--- src/rtl/imem_loader.sv ---
// Byte-serial program loader: parses a framed image, writes 28-bit words into the
// instruction RAM and holds the CPU in reset until a frame with a good checksum arrives.
module imem_loader #(
    parameter int unsigned ADDR_WIDTH = 16,
    parameter int unsigned DATA_WIDTH = 28,
    parameter int unsigned DEPTH      = 256,
    parameter logic [7:0]  SYNC_BYTE  = 8'hA5
) (
    input  logic                  Clock,
    input  logic                  Reset,
    input  logic                  iStart,
    input  logic [7:0]            iByte,
    input  logic                  iByteValid,
    output logic                  oByteReady,
    output logic                  oWriteEnable,
    output logic [ADDR_WIDTH-1:0] oWriteAddress,
    output logic [DATA_WIDTH-1:0] oWriteData,
    output logic                  oCPUReset,
    output logic                  oDone,
    output logic                  oError
);

    // Holds the first three bytes of a word; the upper nibble of byte 0 falls off the top.
    localparam int unsigned AsmWidth = DATA_WIDTH - 8;

    typedef enum logic [2:0] {
        StSync,
        StCntHi,
        StCntLo,
        StData,
        StCheck,
        StDone,
        StError
    } state_e;

    state_e                state_q, state_d;
    logic [1:0]            idx_q, idx_d;
    logic [15:0]           cnt_q, cnt_d;
    logic [ADDR_WIDTH-1:0] word_q, word_d;
    logic [7:0]            csum_q, csum_d;
    logic [AsmWidth-1:0]   asm_q, asm_d;
    logic                  we_q, we_d;
    logic [ADDR_WIDTH-1:0] waddr_q, waddr_d;
    logic [DATA_WIDTH-1:0] wdata_q, wdata_d;
    logic                  ready_q, ready_d;
    logic                  done_q, done_d;
    logic                  error_q, error_d;
    logic                  cpu_rst_q, cpu_rst_d;

    logic                  accept;
    logic [15:0]           cnt_full;
    logic                  last_word;

    assign accept    = iByteValid && ready_q;
    assign cnt_full  = {cnt_q[15:8], iByte};
    assign last_word = (32'(word_q) + 32'd1) == 32'(cnt_q);

    always_comb begin
        state_d = state_q;
        idx_d   = idx_q;
        cnt_d   = cnt_q;
        word_d  = word_q;
        csum_d  = csum_q;
        asm_d   = asm_q;
        we_d    = 1'b0;
        waddr_d = waddr_q;
        wdata_d = wdata_q;

        case (state_q)
            StSync: begin
                if (accept && iByte == SYNC_BYTE) begin
                    state_d = StCntHi;
                    csum_d  = 8'h00;
                    word_d  = '0;
                    idx_d   = 2'd0;
                end
            end
            StCntHi: begin
                if (accept) begin
                    cnt_d[15:8] = iByte;
                    csum_d      = csum_q ^ iByte;
                    state_d     = StCntLo;
                end
            end
            StCntLo: begin
                if (accept) begin
                    cnt_d  = cnt_full;
                    csum_d = csum_q ^ iByte;
                    idx_d  = 2'd0;
                    if (32'(cnt_full) > DEPTH) begin
                        state_d = StError;
                    end else if (cnt_full == 16'd0) begin
                        state_d = StCheck;
                    end else begin
                        state_d = StData;
                    end
                end
            end
            StData: begin
                if (accept) begin
                    csum_d = csum_q ^ iByte;
                    asm_d  = {asm_q[AsmWidth-9:0], iByte};
                    idx_d  = idx_q + 2'd1;
                    if (idx_q == 2'd3) begin
                        we_d    = 1'b1;
                        wdata_d = {asm_q, iByte};
                        waddr_d = word_q;
                        word_d  = word_q + 1'b1;
                        if (last_word) begin
                            state_d = StCheck;
                        end
                    end
                end
            end
            StCheck: begin
                if (accept) begin
                    state_d = (iByte == csum_q) ? StDone : StError;
                end
            end
            StDone, StError: begin
                if (iStart) begin
                    state_d = StSync;
                end
            end
            default: state_d = StSync;
        endcase

        // Status outputs are registered from the next state so they line up with it.
        ready_d   = (state_d != StDone) && (state_d != StError);
        done_d    = (state_d == StDone);
        error_d   = (state_d == StError);
        cpu_rst_d = (state_d != StDone);
    end

    always_ff @(posedge Clock) begin
        if (!Reset) begin
            state_q   <= StSync;
            idx_q     <= 2'd0;
            cnt_q     <= 16'd0;
            word_q    <= '0;
            csum_q    <= 8'h00;
            asm_q     <= '0;
            we_q      <= 1'b0;
            waddr_q   <= '0;
            wdata_q   <= '0;
            ready_q   <= 1'b0;
            done_q    <= 1'b0;
            error_q   <= 1'b0;
            cpu_rst_q <= 1'b1;
        end else begin
            state_q   <= state_d;
            idx_q     <= idx_d;
            cnt_q     <= cnt_d;
            word_q    <= word_d;
            csum_q    <= csum_d;
            asm_q     <= asm_d;
            we_q      <= we_d;
            waddr_q   <= waddr_d;
            wdata_q   <= wdata_d;
            ready_q   <= ready_d;
            done_q    <= done_d;
            error_q   <= error_d;
            cpu_rst_q <= cpu_rst_d;
        end
    end

    assign oByteReady    = ready_q;
    assign oWriteEnable  = we_q;
    assign oWriteAddress = waddr_q;
    assign oWriteData    = wdata_q;
    assign oCPUReset     = cpu_rst_q;
    assign oDone         = done_q;
    assign oError        = error_q;

endmodule

--- config.mk ---
export PLATFORM = sky130hd
export DESIGN_NAME = imem_loader
export DESIGN_NICKNAME = d
export VERILOG_FILES = /design/src/rtl/imem_loader.sv
export SDC_FILE = /design/constraint.sdc
export NUM_CORES = 1
export LEC_CHECK = 0
export CAP_MARGIN = 25
export CORE_UTILIZATION = 56
export DETAILED_ROUTE_END_ITERATION = 16
export PLACE_DENSITY = 0.8
export SYNTH_ARGS = -nofsm -noshare
export SYNTH_HDL_FRONTEND = slang
export SYNTH_SLANG_ARGS = --single-unit
--- constraint.sdc ---
create_clock -name Clock -period 2.8 [get_ports Clock]
set_input_delay 0.28 -clock Clock [delete_from_list [all_inputs] [get_ports Clock]]
set_output_delay 0.28 -clock Clock [all_outputs]
set_load 0.05 [all_outputs]
==> flow_summary_export.csv <==
group,metric,value,unit
run_status,status,"finished, final reports clean",
sta,tightest_slew,927.2,ps
yosys,yosysUniqueCellTypes,51,
sta,finalCritPeriodShare,89.19,%
sta,setup_viol,0,
routing,post_drt_via_cell_ratio,5.757,
clock_tree,cts-root-buf,"clkbuf_8",
floorplanning,num_rows,35,
final_layout,nFillCells,757,
clock_tree,post_cts_resized,0,
final_layout,layout_commonest_cell,"nand2_1",
sta,fin_ws,302.6,ps
placed_design,dpl.hpwl,8818,microns
floorplanning,die_area,0.01002,sq mm
worst_setup_path,ff2ff_path_depth,6,
routing,drtAntennaViolNets,0,
yosys,synth-adder-area-share,0.4643,%
sta,fmax,400.4,MHz
final_layout,final_core_util,71.77,%
power_and_ir_drop,leakagePower,2.250,nW
floorplanning,die_h,100.1,microns
yosys,synth-seq-cells,114,
global_routing,gr-usage-all-layers,27.91,%
yosys,synthMuxAreaShare,1.857,%
yosys,yosys.area.top_type,"dfxtp_1",
yosys,synthDominantCellAreaShare,42.34,%
placed_design,gp_congestion,0.9480,
sta,slew-limit-headroom,38.19,%
yosys,synth_edf_count,0,
worst_setup_path,critical_path_required,3200,ps
sta,rsz0062_at_grt,"no",
final_layout,drive_above_1_share,8.587,%
clock_tree,htreeDepth,4,
clock_tree,cts_hold_buffers,0,
clock_tree,cts_buffer_depth,2,
placed_design,dpl_worst_slack,384.3,ps
sta,tns,0,ps
yosys,yosys_warnings,0,
sta,final_hold_viol_count,0,
routing,drt_first_iter_violations,296,
yosys,synth_simple_gate_area_share,28.02,%
yosys,synth_nets,671,
yosys,synth_ff_type,"dfxtp_1",
global_routing,antenna_found_initial,0,
floorplanning,core_area,0.009284,sq mm
routing,drtPass1Iterations,5,
yosys,synth_top_family_by_area,"simple AND/OR/NAND/NOR gates",
run,drv_cap,0,
yosys,syn_area_per_cell,8.204,sq um
hold_path,hold_path_class,"in2reg",
yosys,postSynthCellCount,657,
final_layout,fin_nets,723,
worst_setup_path,endpoint_kind,"flop",
worst_setup_path,cp-start-kind,"flop",
final_layout,area_growth_syn_to_layout,23.61,%
worst_setup_path,cp_max_fo,13,
global_routing,grt_first_pass_wirelength,22030,microns
power_and_ir_drop,ir_worst_vdd,0.3945,mV
worst_setup_path,path_common_cell,"nor4_1",
yosys,yosysSeqAreaShare,42.34,%
worst_setup_path,slowest_delay,590,ps
yosys,synthXorXnorAreaFrac,2.762,%
floorplanning,die_w,100.1,microns
global_routing,overflow,0,
floorplanning,initial_utilization,58.06,%
placed_design,io_buffers,60,
routing,wl_per_cell,15.51,microns
global_routing,grt_max_degree,61,
clock_tree,insertion_delay,520,ps
power_and_ir_drop,p_per_area,562.4,mW/mm^2
worst_setup_path,worstPathCellList,"nand4_2, nor4_1, o221ai_1, nor4_1, and4_1, o21ai_0",
routing,drt_wl_total,13200,microns
yosys,ys_async_sr_fraction,0,%
hold_path,hold_depth,2,
clock_tree,cts_tree,"yes",
worst_setup_path,critPathArrivalTime,2890,ps
final_layout,antennaDiodeCount,0,
sta,drv_slew,0,
clock_tree,clock-sinks,114,
yosys,syn-cell-area,0.005390,sq mm
yosys,synth_compound_area_share,20.64,%
yosys,ys_top_cells_by_area,"dfxtp_1, a21boi_0, nand2_1",
worst_setup_path,crit_slowest_cell,"nor4_1",
global_routing,grt_pass1_vias,4635,
routing,drc,0,
worst_setup_path,crit_type,"reg2reg",
routing,vias,4899,
sta,fin_skew,7.807,ps
floorplanning,pin_count,61,
final_layout,final_cell_mix,"nand2_1, dfxtp_1, a21boi_0, clkdlybuf4s50_1, o21ai_0",
clock_tree,post_cts_buffers,0,
sta,min_period,2497,ps
clock_tree,clk_transition_reported_paths,60,ps
clock_tree,cts_buffers,17,
==> routing by layer <==
layer  up-vias  wire (microns)  GRT usage, %
met1      2309            5944         35.35
met3        39             734         6.616
li1       2373               -             -
met5         -               0             0
met4         0             283         11.48
met2       178            6236         45.84
==> cells by family after synthesis <==
| logic type | count (synthesis) |
|---|---|
| buf+inv | 48 |
| mux | 10 |
| compound gates | 164 |
| flops | 114 |
| fa+ha+maj | 2 |
| simple gates | 302 |
| xor+xnor | 17 |
==> flip-flops by register name (all words and copies together) (netlist names) <==
register       cells
state_q            3
csum_q             8
oCPUReset          1
oByteReady         1
asm_q             20
oWriteData        28
oWriteEnable       1
oWriteAddress     16
idx_q              2
word_q            16
cnt_q             16
oDone              1
oError             1
==> Yosys cell counts, types with 3 or more instances <==
cell and number:
nand2_1 150, dfxtp_1 114, a21boi_0 80, o21ai_0 38
clkbuf_1 33, nor2b_1 29, nand2b_1 23, nor2_1 19
a21oi_1 15, nand3_1 13, xnor2_1 11, a22oi_1 10
mux2i_1 10, nand3b_1 9, nand4_1 9, nor3_1 9
nor4_1 7, and3_1 6, xor2_1 6, and2_1 5
and4_1 5, buf_2 5, a31oi_1 4, o21a_1 4
or4_1 4, inv_1 3, nor3b_1 3
==> layout make-up <==
type	count	area [sq um]	area share [%]
Clock inverter	14	130.1	1.953
Timing Repair Buffer	78	743.2	11.15
Sequential cell	114	2282	34.25
Multi-Input combinational cell	495	2907	43.62
Inverter	3	11.26	0.1690
Tap cell	129	161.4	2.423
Clock buffer	18	427.9	6.423
==> critical path: cells and delay by family (launching register included) <==
kind             cells  cell delay (ps)
AND/OR/NAND/NOR      4             1520
AO/OA/AOI/OAI        2              280
flip-flops           1              570
==> metrics by stage <==
step	std cells	cell area (sq um)	hold WS (ps)	total power, W
after floorplan	657	5390	424.9	0.001714
after global placement	819	6105	451.3	0.001761
after detailed placement	819	6105	455.2	0.001762
after CTS	851	6663	444.0	0.003752
after global routing	851	6663	477.4	0.003844
final	851	6663	443.2	0.003747
==> final timing paths <==
kind                           from                end  slack, ps
hold reg to reg   oWriteAddress[14]  oWriteAddress[14]        460
setup reg to reg          word_q[4]         state_q[1]        300
setup / recovery          word_q[4]         state_q[1]        300
hold / removal                Reset          word_q[7]        440
==> where the power goes <==
part	internal, W	total (W)	switching (W)
sequential	0.00162	0.00162	0.00000157
clock	0.00121	0.00202	0.000810
combinational	0.0000481	0.000104	0.0000561
total	0.00288	0.00375	0.000867
No activity file was read; power rests on OpenSTA's default activity.
